### config.mk
export PLATFORM = sky130hd
export DESIGN_NAME = hb_dec_filter
export DESIGN_NICKNAME = d
export VERILOG_FILES = /design/src/rtl/hb_dec_filter.sv
export SDC_FILE = /design/constraint.sdc
export NUM_CORES = 2
export LEC_CHECK = 0
export ABC_AREA = 1
export BUFFER_PORTS_ARGS = -buffer_cell sky130_fd_sc_hd__buf_2
export CORE_UTILIZATION = 30
export CTS_CLUSTER_DIAMETER = 30
export DETAILED_ROUTE_END_ITERATION = 16
export REMOVE_ABC_BUFFERS = 1
export SYNTH_ARGS = -nofsm -noshare
export SYNTH_HDL_FRONTEND = slang
export SYNTH_SLANG_ARGS = --single-unit
### constraint.sdc
create_clock -name clk -period 9.35 [get_ports clk]
set_clock_uncertainty 0.1 [all_clocks]
set_input_delay 0.4675 -clock clk [delete_from_list [all_inputs] [get_ports clk]]
set_output_delay 0.4675 -clock clk [all_outputs]
set_load 0.02 [all_outputs]
### src/rtl/hb_dec_filter.sv
// Half-band decimate-by-2 FIR: symmetric pre-add, serial MAC (one coefficient per cycle), round half up.
// Latency K+3 cycles from trigger to clk_vld_out; a trigger arriving while busy is dropped and flagged on ovf.
// Optional output clamping when HB_DEC_SAT_EN is defined; otherwise the result wraps to OW bits.
module hb_dec_filter #(
    parameter int DW        = 35,
    parameter int OW        = 35,
    parameter int CW        = 18,
    parameter int NTAP      = 11,
    parameter int COEF_FRAC = 17,
    parameter logic [((NTAP+1)/4)*CW-1:0] COEFS = {18'd4096, -18'sd8192, 18'd32768}
) (
    input  logic                 clk,
    input  logic                 rstn,
    input  logic                 clr,
    input  logic                 clk_vld_in,
    input  logic signed [DW-1:0] dat_in,
    output logic                 clk_vld_out,
    output logic        [OW-1:0] dat_out,
    output logic                 ovf,
    output logic                 sat
);

    localparam int K    = (NTAP + 1) / 4;
    localparam int C    = (NTAP - 1) / 2;
    localparam int CNTW = $clog2(K + 1);
    localparam int PW   = CW + DW + 1;
    localparam int AW   = DW + 1 + CW + $clog2(K + 1);
    localparam int RW   = AW + 1;

    localparam logic signed [RW-1:0] RHALF =
        {{(RW-COEF_FRAC){1'b0}}, 1'b1, {(COEF_FRAC-1){1'b0}}};

    localparam logic [1:0] IDLE  = 2'd0;
    localparam logic [1:0] LOAD  = 2'd1;
    localparam logic [1:0] MAC   = 2'd2;
    localparam logic [1:0] ROUND = 2'd3;

    logic signed [DW-1:0]   x    [NTAP];
    logic signed [DW:0]     pre  [K];
    logic signed [CW-1:0]   coef [K];
    logic        [1:0]      state;
    logic                   phase;
    logic        [CNTW-1:0] cnt;
    logic signed [AW-1:0]   acc;

    logic                   trig;
    logic signed [DW:0]     pre_sel;
    logic signed [CW-1:0]   coef_sel;
    logic signed [PW-1:0]   prod;
    logic signed [AW-1:0]   prod_ext;
    logic signed [RW-1:0]   rsum;
    logic        [OW-1:0]   res;
    logic                   sat_c;

    for (genvar g = 0; g < K; g++) begin : g_coef
        assign coef[g] = COEFS[g*CW +: CW];
    end

    assign trig = clk_vld_in & phase;

    always_comb begin
        pre_sel  = '0;
        coef_sel = '0;
        for (int k = 0; k < K; k++) begin
            if (cnt == CNTW'(k)) begin
                pre_sel  = pre[k];
                coef_sel = coef[k];
            end
        end
    end

    assign prod     = {{(PW-CW){coef_sel[CW-1]}}, coef_sel} * {{(PW-DW-1){pre_sel[DW]}}, pre_sel};
    assign prod_ext = {{(AW-PW){prod[PW-1]}}, prod};
    assign rsum     = {acc[AW-1], acc} + RHALF;

`ifdef HB_DEC_SAT_EN
    localparam logic signed [RW-1:0] OMAX = {{(RW-OW+1){1'b0}}, {(OW-1){1'b1}}};
    localparam logic signed [RW-1:0] OMIN = {{(RW-OW+1){1'b1}}, {(OW-1){1'b0}}};
    logic signed [RW-1:0] rounded;

    assign rounded = rsum >>> COEF_FRAC;

    always_comb begin
        res   = rounded[OW-1:0];
        sat_c = 1'b0;
        if (rounded > OMAX) begin
            res   = OMAX[OW-1:0];
            sat_c = 1'b1;
        end else if (rounded < OMIN) begin
            res   = OMIN[OW-1:0];
            sat_c = 1'b1;
        end
    end
`else
    assign res   = OW'(rsum >>> COEF_FRAC);
    assign sat_c = 1'b0;
`endif

    always_ff @(posedge clk or negedge rstn) begin
        if (!rstn) begin
            for (int i = 0; i < NTAP; i++) x[i] <= '0;
            for (int k = 0; k < K; k++) pre[k] <= '0;
            acc         <= '0;
            cnt         <= '0;
            phase       <= 1'b0;
            state       <= IDLE;
            clk_vld_out <= 1'b0;
            dat_out     <= '0;
            ovf         <= 1'b0;
            sat         <= 1'b0;
        end else if (clr) begin
            // dat_out deliberately holds its last value across a clear
            for (int i = 0; i < NTAP; i++) x[i] <= '0;
            for (int k = 0; k < K; k++) pre[k] <= '0;
            cnt         <= '0;
            phase       <= 1'b0;
            state       <= IDLE;
            clk_vld_out <= 1'b0;
            ovf         <= 1'b0;
            sat         <= 1'b0;
        end else begin
            clk_vld_out <= 1'b0;
            sat         <= 1'b0;
            ovf         <= trig && (state != IDLE);

            if (clk_vld_in) begin
                x[0] <= dat_in;
                for (int i = 1; i < NTAP; i++) x[i] <= x[i-1];
                phase <= ~phase;
            end

            case (state)
                IDLE: begin
                    if (trig) state <= LOAD;
                end
                LOAD: begin
                    // snapshot the taps so samples shifting in meanwhile cannot disturb this output
                    for (int k = 0; k < K; k++)
                        pre[k] <= {x[C-2*k-1][DW-1], x[C-2*k-1]} + {x[C+2*k+1][DW-1], x[C+2*k+1]};
                    acc   <= {{(AW-DW){x[C][DW-1]}}, x[C]} <<< (COEF_FRAC - 1);
                    cnt   <= '0;
                    state <= MAC;
                end
                MAC: begin
                    acc <= acc + prod_ext;
                    if (cnt == CNTW'(K - 1)) state <= ROUND;
                    else                     cnt   <= cnt + 1'b1;
                end
                default: begin
                    dat_out     <= res;
                    sat         <= sat_c;
                    clk_vld_out <= 1'b1;
                    state       <= IDLE;
                end
            endcase
        end
    end

endmodule

==> impl_metrics.yaml <==
global_route:
  grt_pass1_wl_um: 215200
  antenna_found_initial: 8
  grt_max_degree: 151
  grt_usage_pct: 21.37
  grt_pass1_vias: 35330
  grt-ovfl-total: 0
logic_synthesis:
  synth_edf_count: 0
  synth_largest_area_cell: "dfrtp_1"
  syn-cell-area_mm2: 0.03964
  async_flop_share_pct: 100.0
  synth-seq-area-share_pct: 36.30
  synth_cells: 5172
  synth_most_common_cell: "nand2_1"
  synth-main-ff-cell: "dfrtp_1"
  synth_top_area_share_pct: 36.30
  syn_area_per_cell_um2: 7.665
  synth.area.top_cells: "dfrtp_1 36%, nand2_1 12%, ha_1 9.5%"
  synthDistinctLibCells: 51
  synth-seq-cells: 575
  yosys_warnings: 0
  yosys-top-cells-count: "1293 x nand2_1, 630 x inv_1, 619 x o21ai_0"
setup_path:
  critical_path.max_stage_delay_ns: 0.52
  crit_required_ns: 9.83
  cp-start-kind: "flip-flop"
  arrival_ns: 8.34
  cp_max_fo: 39
  worstSetupPathType: "reg -> reg"
  crit_path_end_kind: "flip-flop"
  slowest_stage: "fa_1"
  crit_top_cell: "inv_1"
drt:
  drt-initial-drc-count: 2793
  routed_via_density: 4.964
  first_pass_iters: 6
  vias: 35370
  post_drt_wl_per_cell_um: 19.92
  routed_wl_um: 141900
  drc_errors: 0
  drt.antenna.violating_nets: 0
cts:
  cts_buffers: 131
  post_cts_buffers: 0
  htreeDepth: 4
  cts_tree: "built"
  hold_buffers: 42
  clock_latency_ns: 0.77
  cts-resized-gates: 0
  cts_sinks: 575
  root_buffer: "clkbuf_16"
  cts_buffer_depth: 3
  cts.reportedPaths.clkPinSlew_ns: 0.04
place:
  dp_hpwl_um: 110100
  portBuffers: 75
  dpl_worst_slack_ns: 1.472
  gp_congestion: 0.9247
  dp_cells: 6847
flow_run:
  drv_cap: 0
worst_hold_path:
  hp-class: "in -> reg"
floorplanning:
  die_x_um: 365.5
  io_pins: 77
  core_area_mm2: 0.1313
  die_h_um: 365.5
  die_area_mm2: 0.1336
  rows: 133
  start_util_pct: 30.19
sta:
  fin_crit_sh_pct: 84.07
  setup_viol: 0
  hold_viol: 0
  rsz0062_at_grt: "false"
  worst_pin_slew_ns: 1.130
  slew_headroom_pct: 24.67
  slew_violations: 0
  fin_tns_setup_ns: 0
  min_period_ns: 7.861
  max_freq_mhz: 127.2
  setup_ws_ns: 1.489
cells_and_area:
  syn_to_final_growth_pct: 18.07
  fin_nets: 5754
  final_cells: 7125
  drive_above_1_share_pct: 6.910
power_and_ir_drop:
  p_total_mw: 10.47
  vdd_ir_drop_max_v: 0.0001684
  powerDensity_mw_per_mm2: 223.7
  leakagePower_nw: 23.11
run_status:
  status: "finished clean"
==> worst paths after layout <==
check | start | endpoint | slack (ns) | cells after the start
setup / recovery | cnt[0]$_DFFE_PN0P_ | acc[40]$_DFFE_PN0P_ | 1.49 | 33
hold / removal | clr | ovf$_DFF_PN0_ | 0.20 | 2
setup reg to reg | cnt[0]$_DFFE_PN0P_ | acc[40]$_DFFE_PN0P_ | 1.49 | 33
hold reg to reg | dat_out[30]$_DFFE_PN0P_ | dat_out[30]$_DFFE_PN0P_ | 0.37 | 2
max in group asynchronous | rstn | acc[40]$_DFFE_PN0P_ | 6.53 | 4
min in group asynchronous | rstn | x[311]$_DFFE_PN0P_ | 0.25 | 2
==> kinds of logic (layout without fill, tap and decap cells) <==
group                      after synthesis  in the layout  share of synthesized area [%]
and+or+nand+nor                       2267           2267                          23.62
AOI/OAI and AO/OA                      958            958                          13.04
buffers and inverters                  826           1023                          7.960
DFF                                    575            575                          36.30
adders and majority gates              448            448                          16.92
xor gates and xnor gates                95             95                          2.099
muxes                                    2              2                        0.05050
other                                    1              2                       0.009460
==> where the power goes <==
group | switching [mW] | internal [mW] | total [mW]
clock network | 1.57 | 3.16 | 4.73
registers | 0.162 | 2.66 | 2.82
logic | 1.95 | 0.971 | 2.92
==> through the flow <==
stage / hold WS [ns] / instance area [um^2] / utilization, %
after detailed placement: 0.3602 / 41790 / 31.83
after CTS: 0.1487 / 46800 / 35.65
final: 0.1959 / 46800 / 35.65
after global placement: 0.3568 / 41790 / 31.83
after floorplan: 0.07191 / 38880 / -
after global routing: 0.1765 / 46800 / 35.65
==> cell usage in the layout, fill, tap and decap left out, drive strengths merged, types with 29 or more instances in the layout <==
cell / Yosys / layout
a31oi: 29 / 29
xnor2: 46 / 46
clkinv: 2 / 33
nor2: 444 / 444
o21ai: 626 / 626
fa: 147 / 147
nand3: 387 / 387
a21oi: 174 / 174
o21bai: 33 / 33
inv: 634 / 646
ha: 301 / 301
buf: 54 / 110
clkbuf: 136 / 166
nand4: 40 / 40
dfrtp: 575 / 575
nor3: 64 / 64
dlygate4sd3: 0 / 42
nand2: 1294 / 1294
xor2: 49 / 49
==> worst max-delay path: cells and delay by family (launching register included) <==
family                     cells  cell delay [ns]
xor gates and xnor gates       1             0.12
AOI/OAI and AO/OA              3             0.58
DFF                            1             0.37
adders and majority gates      9             3.46
buffers and inverters          9             1.07
and+or+nand+nor               11             2.00
==> registers in the layout, indices dropped and copies added (netlist names) <==
| name | flops |
|---|---|
| x | 385 |
| phase | 1 |
| clk_vld_out | 1 |
| state | 2 |
| dat_out | 35 |
| acc | 40 |
| ovf | 1 |
| cnt | 2 |
| pre | 108 |
==> cell type report <==
class | count | area, um^2
timing repair buffer | 152 | 1091
clock buffer | 166 | 3610
sequential | 575 | 14390
tap | 1755 | 2196
inverter | 636 | 2402
clock inverter | 69 | 978.4
multi-input combinational | 3771 | 22140
antenna | 1 | 2.502
fill | 13830 | 84490
==> per-layer routing <==
layer | part of all wire [%] | wire length (um) | GRT usage [%] | up-vias
met3 | 4.5 | 6335 | 2.873 | 274
met2 | 44 | 62310 | 32.89 | 977
met4 | 4.0 | 5716 | 8.860 | 4
met1 | 48 | 67550 | 29.97 | 16990
li1 | - | - | - | 17120
met5 | 0.015 | 21 | 0 | -
No activity file was read; power rests on OpenSTA's default activity.
